`src/rtl/branch_resolution_unit_pkg.sv`:
```
// Shared types and defaults for the branch resolution unit: FSM encoding,
// tracking-slot layout and the resolution predicate.
package branch_resolution_unit_pkg;

  localparam int PC_W             = 32;
  localparam int FLUSH_CNT_W      = 3;
  localparam int FLUSH_CYCLES_DEF = 2;
  localparam int PC_STEP_DEF      = 4;

  typedef enum logic [0:0] {
    ST_IDLE  = 1'b0,
    ST_FLUSH = 1'b1
  } bru_state_e;

  typedef struct packed {
    logic            valid;
    logic            pred;
    logic [PC_W-1:0] pc;
    logic [PC_W-1:0] target;
  } bru_slot_t;

  // A not-taken outcome is correct regardless of the predicted target.
  function automatic logic bru_is_correct(input logic            pred,
                                          input logic            taken,
                                          input logic [PC_W-1:0] pred_target,
                                          input logic [PC_W-1:0] act_target);
    return (pred == taken) && (!taken || (pred_target == act_target));
  endfunction

endpackage

```
`src/rtl/branch_resolution_unit_sat_counter.sv`:
```
// 32-bit saturating up-counter with synchronous reset and count enable.
module bru_sat_counter (
  input  logic        clk,
  input  logic        reset,
  input  logic        en,
  output logic [31:0] count
);

  logic [31:0] count_r;

  // Count enabled events, sticking at all-ones.
  always_ff @(posedge clk) begin
    if (reset) begin
      count_r <= 32'd0;
    end else if (en && (count_r != 32'hFFFF_FFFF)) begin
      count_r <= count_r + 32'd1;
    end
  end

  assign count = count_r;

endmodule

```
`src/rtl/branch_resolution_unit.sv`:
```
// Tracks conditional branches from decode through EX/MEM, resolves them in MEM
// and produces predictor-update strobes, mispredict redirect and flush.
module branch_resolution_unit
  import branch_resolution_unit_pkg::*;
#(
  parameter int unsigned FLUSH_CYCLES = FLUSH_CYCLES_DEF,
  parameter int unsigned PC_STEP      = PC_STEP_DEF
) (
  input  logic            clk,
  input  logic            reset,
  input  logic            stall,
  input  logic            dec_valid,
  input  logic            dec_prediction,
  input  logic [PC_W-1:0] dec_pc,
  input  logic [PC_W-1:0] dec_target,
  input  logic            mem_taken,
  input  logic [PC_W-1:0] mem_target,
  output logic            branch_mem_sig,
  output logic            actual_branch_decision,
  output logic            mispredict,
  output logic [PC_W-1:0] redirect_pc,
  output logic            flush,
  output logic [31:0]     cnt_branches,
  output logic [31:0]     cnt_mispredicts
);

  localparam logic [FLUSH_CNT_W-1:0] FLUSH_LOAD = FLUSH_CNT_W'(FLUSH_CYCLES - 1);
  localparam logic [PC_W-1:0]        PC_STEP_L  = PC_W'(PC_STEP);

  bru_slot_t               ex_r, mem_r;
  bru_state_e              state_r, state_s;
  logic [FLUSH_CNT_W-1:0]  flush_cnt_r, flush_cnt_s;
  logic                    flush_r;
  logic                    branch_mem_sig_r, actual_r, mispredict_r;
  logic [PC_W-1:0]         redirect_pc_r;
  logic                    resolve_s, wrong_s;

  assign resolve_s = mem_r.valid && !stall && !flush_r;
  assign wrong_s   = resolve_s &&
                     !bru_is_correct(mem_r.pred, mem_taken, mem_r.target, mem_target);

  // EX/MEM tracking slots: advance, hold on stall, invalidate on flush.
  always_ff @(posedge clk) begin
    if (reset) begin
      ex_r  <= '0;
      mem_r <= '0;
    end else if (stall) begin
      ex_r  <= ex_r;
      mem_r <= mem_r;
    end else if (flush_r) begin
      ex_r.valid  <= 1'b0;
      mem_r.valid <= 1'b0;
    end else begin
      ex_r  <= '{valid: dec_valid, pred: dec_prediction, pc: dec_pc, target: dec_target};
      mem_r <= ex_r;
    end
  end

  // Flush FSM next state; the count runs down even while stalled.
  always_comb begin
    state_s     = state_r;
    flush_cnt_s = flush_cnt_r;
    case (state_r)
      ST_IDLE: begin
        if (wrong_s) begin
          state_s     = ST_FLUSH;
          flush_cnt_s = FLUSH_LOAD;
        end else begin
          state_s     = ST_IDLE;
          flush_cnt_s = {FLUSH_CNT_W{1'b0}};
        end
      end
      ST_FLUSH: begin
        if (flush_cnt_r == {FLUSH_CNT_W{1'b0}}) begin
          state_s     = ST_IDLE;
          flush_cnt_s = {FLUSH_CNT_W{1'b0}};
        end else begin
          state_s     = ST_FLUSH;
          flush_cnt_s = flush_cnt_r - {{(FLUSH_CNT_W-1){1'b0}}, 1'b1};
        end
      end
      default: begin
        state_s     = ST_IDLE;
        flush_cnt_s = {FLUSH_CNT_W{1'b0}};
      end
    endcase
  end

  // FSM state, flush count and registered flush output.
  always_ff @(posedge clk) begin
    if (reset) begin
      state_r     <= ST_IDLE;
      flush_cnt_r <= {FLUSH_CNT_W{1'b0}};
      flush_r     <= 1'b0;
    end else begin
      state_r     <= state_s;
      flush_cnt_r <= flush_cnt_s;
      flush_r     <= (state_s == ST_FLUSH);
    end
  end

  // Registered resolution strobes; redirect_pc keeps its last value otherwise.
  always_ff @(posedge clk) begin
    if (reset) begin
      branch_mem_sig_r <= 1'b0;
      actual_r         <= 1'b0;
      mispredict_r     <= 1'b0;
      redirect_pc_r    <= '0;
    end else begin
      branch_mem_sig_r <= resolve_s;
      actual_r         <= resolve_s && mem_taken;
      mispredict_r     <= wrong_s;
      if (wrong_s) begin
        redirect_pc_r <= mem_taken ? mem_target : (mem_r.pc + PC_STEP_L);
      end
    end
  end

  bru_sat_counter u_cnt_branches (
    .clk   (clk),
    .reset (reset),
    .en    (resolve_s),
    .count (cnt_branches)
  );

  bru_sat_counter u_cnt_mispredicts (
    .clk   (clk),
    .reset (reset),
    .en    (wrong_s),
    .count (cnt_mispredicts)
  );

  assign branch_mem_sig         = branch_mem_sig_r;
  assign actual_branch_decision = actual_r;
  assign mispredict             = mispredict_r;
  assign redirect_pc            = redirect_pc_r;
  assign flush                  = flush_r;

endmodule

```
`config.mk`:
```
export PLATFORM = sky130hd
export DESIGN_NAME = branch_resolution_unit
export DESIGN_NICKNAME = d
export VERILOG_FILES = /design/src/rtl/branch_resolution_unit_pkg.sv /design/src/rtl/branch_resolution_unit_sat_counter.sv /design/src/rtl/branch_resolution_unit.sv
export SDC_FILE = /design/constraint.sdc
export NUM_CORES = 1
export LEC_CHECK = 0
export CAP_MARGIN = 20
export CORE_AREA = 4 4 157 159
export CTS_BUF_LIST = sky130_fd_sc_hd__clkbuf_8
export DETAILED_ROUTE_END_ITERATION = 12
export DIE_AREA = 0 0 161 163
export MAX_ROUTING_LAYER = met4
export PLACE_DENSITY = 0.73
export SYNTH_ARGS = -nofsm -noshare
export SYNTH_HDL_FRONTEND = slang
export SYNTH_SLANG_ARGS = --single-unit
```
`constraint.sdc`:
```
create_clock -name clk -period 3.2 [get_ports clk]
set_clock_uncertainty 0.15 [all_clocks]
set_input_delay 0.8 -clock clk [delete_from_list [all_inputs] [get_ports clk]]
set_output_delay 0.8 -clock clk [all_outputs]
set_load 0.01 [all_outputs]
```
Word level (Yosys, flattened, before mapping)
Cells that the tools add are included.
{ "totals": {"inputBits": 102, "reg_bits": 235, "out_inout_bits": 100} }
{ "op_classes": {"mux": 9, "add_sub_neg": 4, "n_reduce_logical": 14, "eq_ne": 4, "n_bitwise": 2} }
{ "op_table": {"columns": ["operator", "n"], "rows": [
  ["adder 32 x 1 -> 32 bit (second input constant)", 2],
  ["!= test 32 bit (second input constant)", 2],
  ["adder 32 x 3 -> 32 bit (second input constant)", 1],
  ["equality test 32 bit", 1],
  ["2-to-1 mux 32 bit", 1],
  ["logical AND 1 bit", 7],
  ["case mux 3 bit (2 select lines)", 1],
  ["2-to-1 mux 1 bit", 5],
  ["zero test 1 bit", 4],
  ["zero test 3 bit", 1],
  ["2-to-1 mux 3 bit", 1],
  ["subtractor 3 x 1 -> 3 bit (second input constant)", 1],
  ["inverter 1 bit", 2],
  ["case mux 1 bit (2 select lines)", 1],
  ["AND reduction 2 bit", 1],
  ["equality test 1 bit", 1],
  ["logical OR 1 bit", 1]
]} }

Depth between registers and ports, before layout
{ "depth": {"depth_word": 7, "ltp_mapped": 10, "depth_no_buf": 8} }

Modules after synthesis
A second synthesis with hierarchy kept.
{ "unflattened": {"cells_unflattened": 1337, "hier_area_um2": 10689.0} }
{ "modules_own_cells": {"columns": ["module", "area_per_inst_um2", "cells_each", "n_inst", "seq_area_each_um2"], "rows": [
  ["branch_resolution_unit", 7340.8, 939, 1, 3423.3],
  ["bru_sat_counter", 1674.1, 199, 2, 640.6]
]} }

Worst setup path before layout
No wires, ideal clock.
{ "synth_path": {"path_kind": "input-to-reg", "from": "input port mem_taken", "to": "register u_cnt_mispredicts.count_r[1], in the netlist u_cnt_mispredicts.count[1]", "arrival_time_ns": 2.267, "path_stages": 9, "slack_ns": 0.656, "path_cell_list": "clkbuf_1 -> nand3_1 -> nor4_1 -> nand3_1 -> nand2_1 -> buf_4 -> buf_4 -> mux2i_1 -> nor2_1"} }
{ "synth_between": {"elab_chain_len": 6, "elab_cells_between_ends": 7, "cone_classes": "eq/ne: 1; reduce/logical: 6"} }
{ "synth_rtl": {"columns": ["item", "line_no", "source"], "rows": [
  ["start: declaration", "branch_resolution_unit.sv:16", "input logic mem_taken,"],
  ["zero test 1 bit", "branch_resolution_unit_pkg.sv:27", "return (pred == taken) && (!taken || (pred_target == act_target));"],
  ["logical OR 1 bit", "branch_resolution_unit_pkg.sv:27", null],
  ["logical AND 1 bit *", "branch_resolution_unit_pkg.sv:27", null],
  ["zero test 1 bit *", "branch_resolution_unit.sv:40", "!bru_is_correct(mem_r.pred, mem_taken, mem_r.target, mem_target);"],
  ["logical AND 1 bit *", "branch_resolution_unit.sv:39", "assign wrong_s = resolve_s &&"],
  ["logical AND 1 bit *", "branch_resolution_unit_sat_counter.sv:15", "end else if (en && (count_r != 32'hFFFF_FFFF)) begin"],
  ["end signal: assignment", "branch_resolution_unit_sat_counter.sv:16", "count_r <= count_r + 32'd1;"],
  ["end: declaration", "branch_resolution_unit_sat_counter.sv:9", "logic [31:0] count_r;"]
]} }
Mark *: on every way between the ends. The rest lies on a longest branch, timed or not.
A chain may end at the register's enable or synchronous reset.

Worst setup path in the final report
{ "layout_path": {"from": "input port mem_target[14]", "to": "register u_cnt_mispredicts.count_r[1], in the netlist u_cnt_mispredicts.count[1]"} }
{ "layout_between": {"elab_chain_len": 6} }
{ "layout_rtl": {"columns": ["item", "line_no", "source"], "rows": [
  ["start: declaration", "branch_resolution_unit.sv:17", "input logic [PC_W-1:0] mem_target,"],
  ["equality test 32 bit", "branch_resolution_unit_pkg.sv:27", null],
  ["logical OR 1 bit", "branch_resolution_unit_pkg.sv:27", null],
  ["logical AND 1 bit", "branch_resolution_unit_pkg.sv:27", null],
  ["zero test 1 bit", "branch_resolution_unit.sv:40", null],
  ["logical AND 1 bit", "branch_resolution_unit.sv:39", null],
  ["logical AND 1 bit", "branch_resolution_unit_sat_counter.sv:15", null]
]} }
No other way between the ends.

==> results.ini <==
[logic_synthesis]
ys.flop_type = dfxtp_1
ys_seq_elements = 235
yosysWarnings = 0
mappedNetlistArea_mm2 = 0.01006
synth.largest_area_cell = dfxtp_1
syn_inst = 1293
syn_nets = 1400
syn_area_per_cell_um2 = 7.778
yosysTopAreaCellShare_pct = 46.78
synth_edf_count = 0
async_reset_ff_share_pct = 0
ys_top_cells_by_area = dfxtp_1, nand2_1, a21oi_1
seq_area_frac_synth_pct = 46.78
synth_cell_types = 43

[timing]
finalSetupViolations = 0
drv_slew = 0
fin_tns_setup_ns = 0
period_share_pct = 92.26
period_needed_ns = 2.952
rsz0062_at_grt = false
finalHoldViolations = 0
relSlewSlack_pct = 46.08
worst_slew_pin_slew_ns = 0.8087
finalWorstSetupSlack_ns = 0.2478
fmax_mhz = 338.7

[setup_path]
worst_path_most_repeated_cell = buf_4
r2r_setup_slack_ns = 0.57
reg2reg_from = u_cnt_mispredicts.count[0]
cp-start-kind = input pin
cp_data_arrival_time_ns = 3.18
cp.required_ns = 3.43
r2r_cells = 9
crit_path_end_kind = register
critPathMaxStageDelay_ns = 0.53
timing.rr.end = u_cnt_mispredicts.count[22]
worstSetupPathType = input pin to register
critical_path.slowest_cell = clkdlybuf4s50_1
path_cells = clkdlybuf4s50_1 -> xnor2_1 -> nand4_1 -> nor4_1 -> nand3_1 -> buf_4 -> nand2_1 -> buf_4 -> mux2i_1 -> nor2_1
crit_fanout = 5

[power]
comb_power_share_pct = 8.0
swShare_pct = 24.22
ir_worst_vdd_mv = 0.2571
power.leakage_nw = 4.681
cellPowerDensity_mw_per_mm2 = 443.5
p_int_mw = 4.467
p_sw_mw = 1.427
p_clk_share_pct = 40.1
seqPwrFrac_pct = 51.8

[finish]
regArea_mm2 = 0.004705
final_nets = 1614
final_cells = 1846
fillCellCount = 2236
layout-drive-gt1-share_pct = 7.349
multiInputGateArea_mm2 = 0.005017
final_area_mm2 = 0.01329
fin_util_pct = 57.13
area_delta_synth_final_pct = 32.13

[global_route]
grt_overflow = 0
grt_pass1_vias = 8852
gr-usage-met1_pct = 29.27
use_met3_pct = 5.037
grt_max_degree = 132
grt_pass1_wl_mm = 45.66
grtUsageMet2_pct = 33.02
busiest_layer = met2
grt.total_usage_pct = 21.96
antenna_found_initial = 3

[detailed_routing]
vias = 9538
drcViolationCount = 0
drt-initial-drc-count = 640
drt_wl_total_mm = 29.05
via_per_inst = 5.167
wl_per_cell_um = 15.74
dr.pass1.iters = 5
ant_nets = 0

[floorplan]
die_y_um = 163
ios = 202
rows = 56
core_mm2 = 0.02326
initial_core_util_pct = 43.23
chipWidth_um = 161
die_area_mm2 = 0.02624

[worst_hold_path]
hold_end = mem_r[15]
min_from = ex_r[15]
hold_depth = 2
min_path_type = register to register

[placed_design]
place_ws_ns = -0.2302
hpwl_mm = 21.21
io_buffers = 201
placed_cells = 1785
placed_area_mm2 = 0.01261
place_congestion = 0.8699

[clock_network]
tritoncts = done
ctsHoldBuffers = 0
root_buffer = clkbuf_8
cts_sinks = 235
clk_latency_ns = 0.54
postCtsSetupBuffers = 0
cts_made_buffers = 39
postCtsResizedCells = 0
htreeDepth = 2
ctsLongestPathBuffers = 3
path_clk_slew_ns = 0.06

[status]
outcome = finished clean

[job]
drv_cap = 0

-- power groups by stage --
| stage | registers (mW) | logic, mW | clock network, mW |
|---|---|---|---|
| floorplan | 3.10 | 0.234 | 0 |
| global route | 3.06 | 0.521 | 2.56 |
| finish | 3.06 | 0.473 | 2.37 |
| global placement | 3.12 | 0.470 | 0 |
| detailed placement | 3.12 | 0.473 | 0 |
| CTS | 3.06 | 0.475 | 2.42 |
-- flip-flops by register name (all words and copies together) (netlist names), 3 cells and up --
signal                   flops
ex_r                        66
mem_r                       66
redirect_pc                 32
u_cnt_branches.count        32
u_cnt_mispredicts.count     32
flush_cnt_r                  3
-- synthesized netlist by cell type (3+ instances only) --
cell type	n
nand2_1	367
dfxtp_1	235
a21oi_1	176
nor2_1	79
clkbuf_1	66
xor2_1	52
nand3_1	50
xnor2_1	47
o21ai_0	42
nand4_1	34
and3_1	20
or3_1	14
inv_1	13
nor3_1	13
buf_1	7
or4_1	7
and2_1	6
ha_1	5
nor2b_1	5
nor4_1	5
o31ai_1	5
a211oi_1	4
a22o_1	4
and4_1	4
mux2_2	4
mux2i_1	4
or2_2	3
-- kinds of logic (layout without fill, tap and decap cells) --
group,after synthesis,in the layout,share of synthesized area (%)
fa+ha+maj,5,5,0.6220
buf+inv,89,320,3.409
simple gates,621,621,27.47
other cells,0,3,0
mux,8,8,0.8460
compound gates,236,236,12.25
xor+xnor,99,99,8.622
flops,235,235,46.78
-- critical path, delay by kind of cell --
family                    cells  cell delay [ns]
and+or+nand+nor               5             1.06
muxes                         1             0.17
xor gates and xnor gates      1             0.25
buffers and inverters         3             0.89
-- area by class of cell --
type | count | area share, %
repair buffers | 249 | 18.39
inverters | 13 | 0.3672
multi-input cells | 969 | 37.76
diodes | 3 | 0.05649
clock inverters | 14 | 0.4708
well taps | 319 | 3.003
flip-flops and latches | 235 | 35.40
clock buffers | 44 | 4.557
-- how the worst max path moves through the flow --
stage / start / end / slack [ns] / cells past startpoint
floorplan: mem_taken / u_cnt_mispredicts.count[1] / 0.66 / 9
global placement: mem_target[14] / u_cnt_mispredicts.count[1] / -0.29 / 10
detailed placement: mem_target[14] / u_cnt_mispredicts.count[1] / -0.23 / 10
CTS: mem_target[14] / u_cnt_mispredicts.count[1] / 0.32 / 10
global route: mem_target[11] / u_cnt_mispredicts.count[1] / 0.12 / 10
finish: mem_target[14] / u_cnt_mispredicts.count[1] / 0.25 / 10
-- layer usage --
| layer | wire length (um) | vias to the layer above |
|---|---|---|
| met3 | 2236 | 64 |
| li1 | - | 4758 |
| met4 | 856 | 0 |
| met1 | 13090 | 4419 |
| met2 | 12860 | 297 |
| met5 | 0 | - |
-- placed cells by master (no fill, tap or decap), types with 14 or more instances in the layout --
master / netlist / layout
a21oi_1: 176 / 176
clkdlybuf4s50_1: 0 / 199
nand2_1: 367 / 367
nand4_1: 34 / 34
or3_1: 14 / 14
xnor2_1: 47 / 47
xor2_1: 52 / 52
dfxtp_1: 235 / 235
o21ai_0: 42 / 42
and3_1: 20 / 20
nor2_1: 79 / 79
buf_4: 2 / 42
inv_1: 13 / 24
nand3_1: 50 / 50
clkbuf_8: 0 / 44
-- through the flow --
stage          total power, mW  hold slack [ns]
6_report                 5.894           0.2926
5_1_grt                  6.145           0.3111
4_1_cts                  5.952           0.2964
3_5_place_dp             3.592           0.2937
3_3_place_gp             3.586           0.2878
2_1_floorplan            3.337           0.2821
Note: power is estimated with default switching activity, not from simulation.
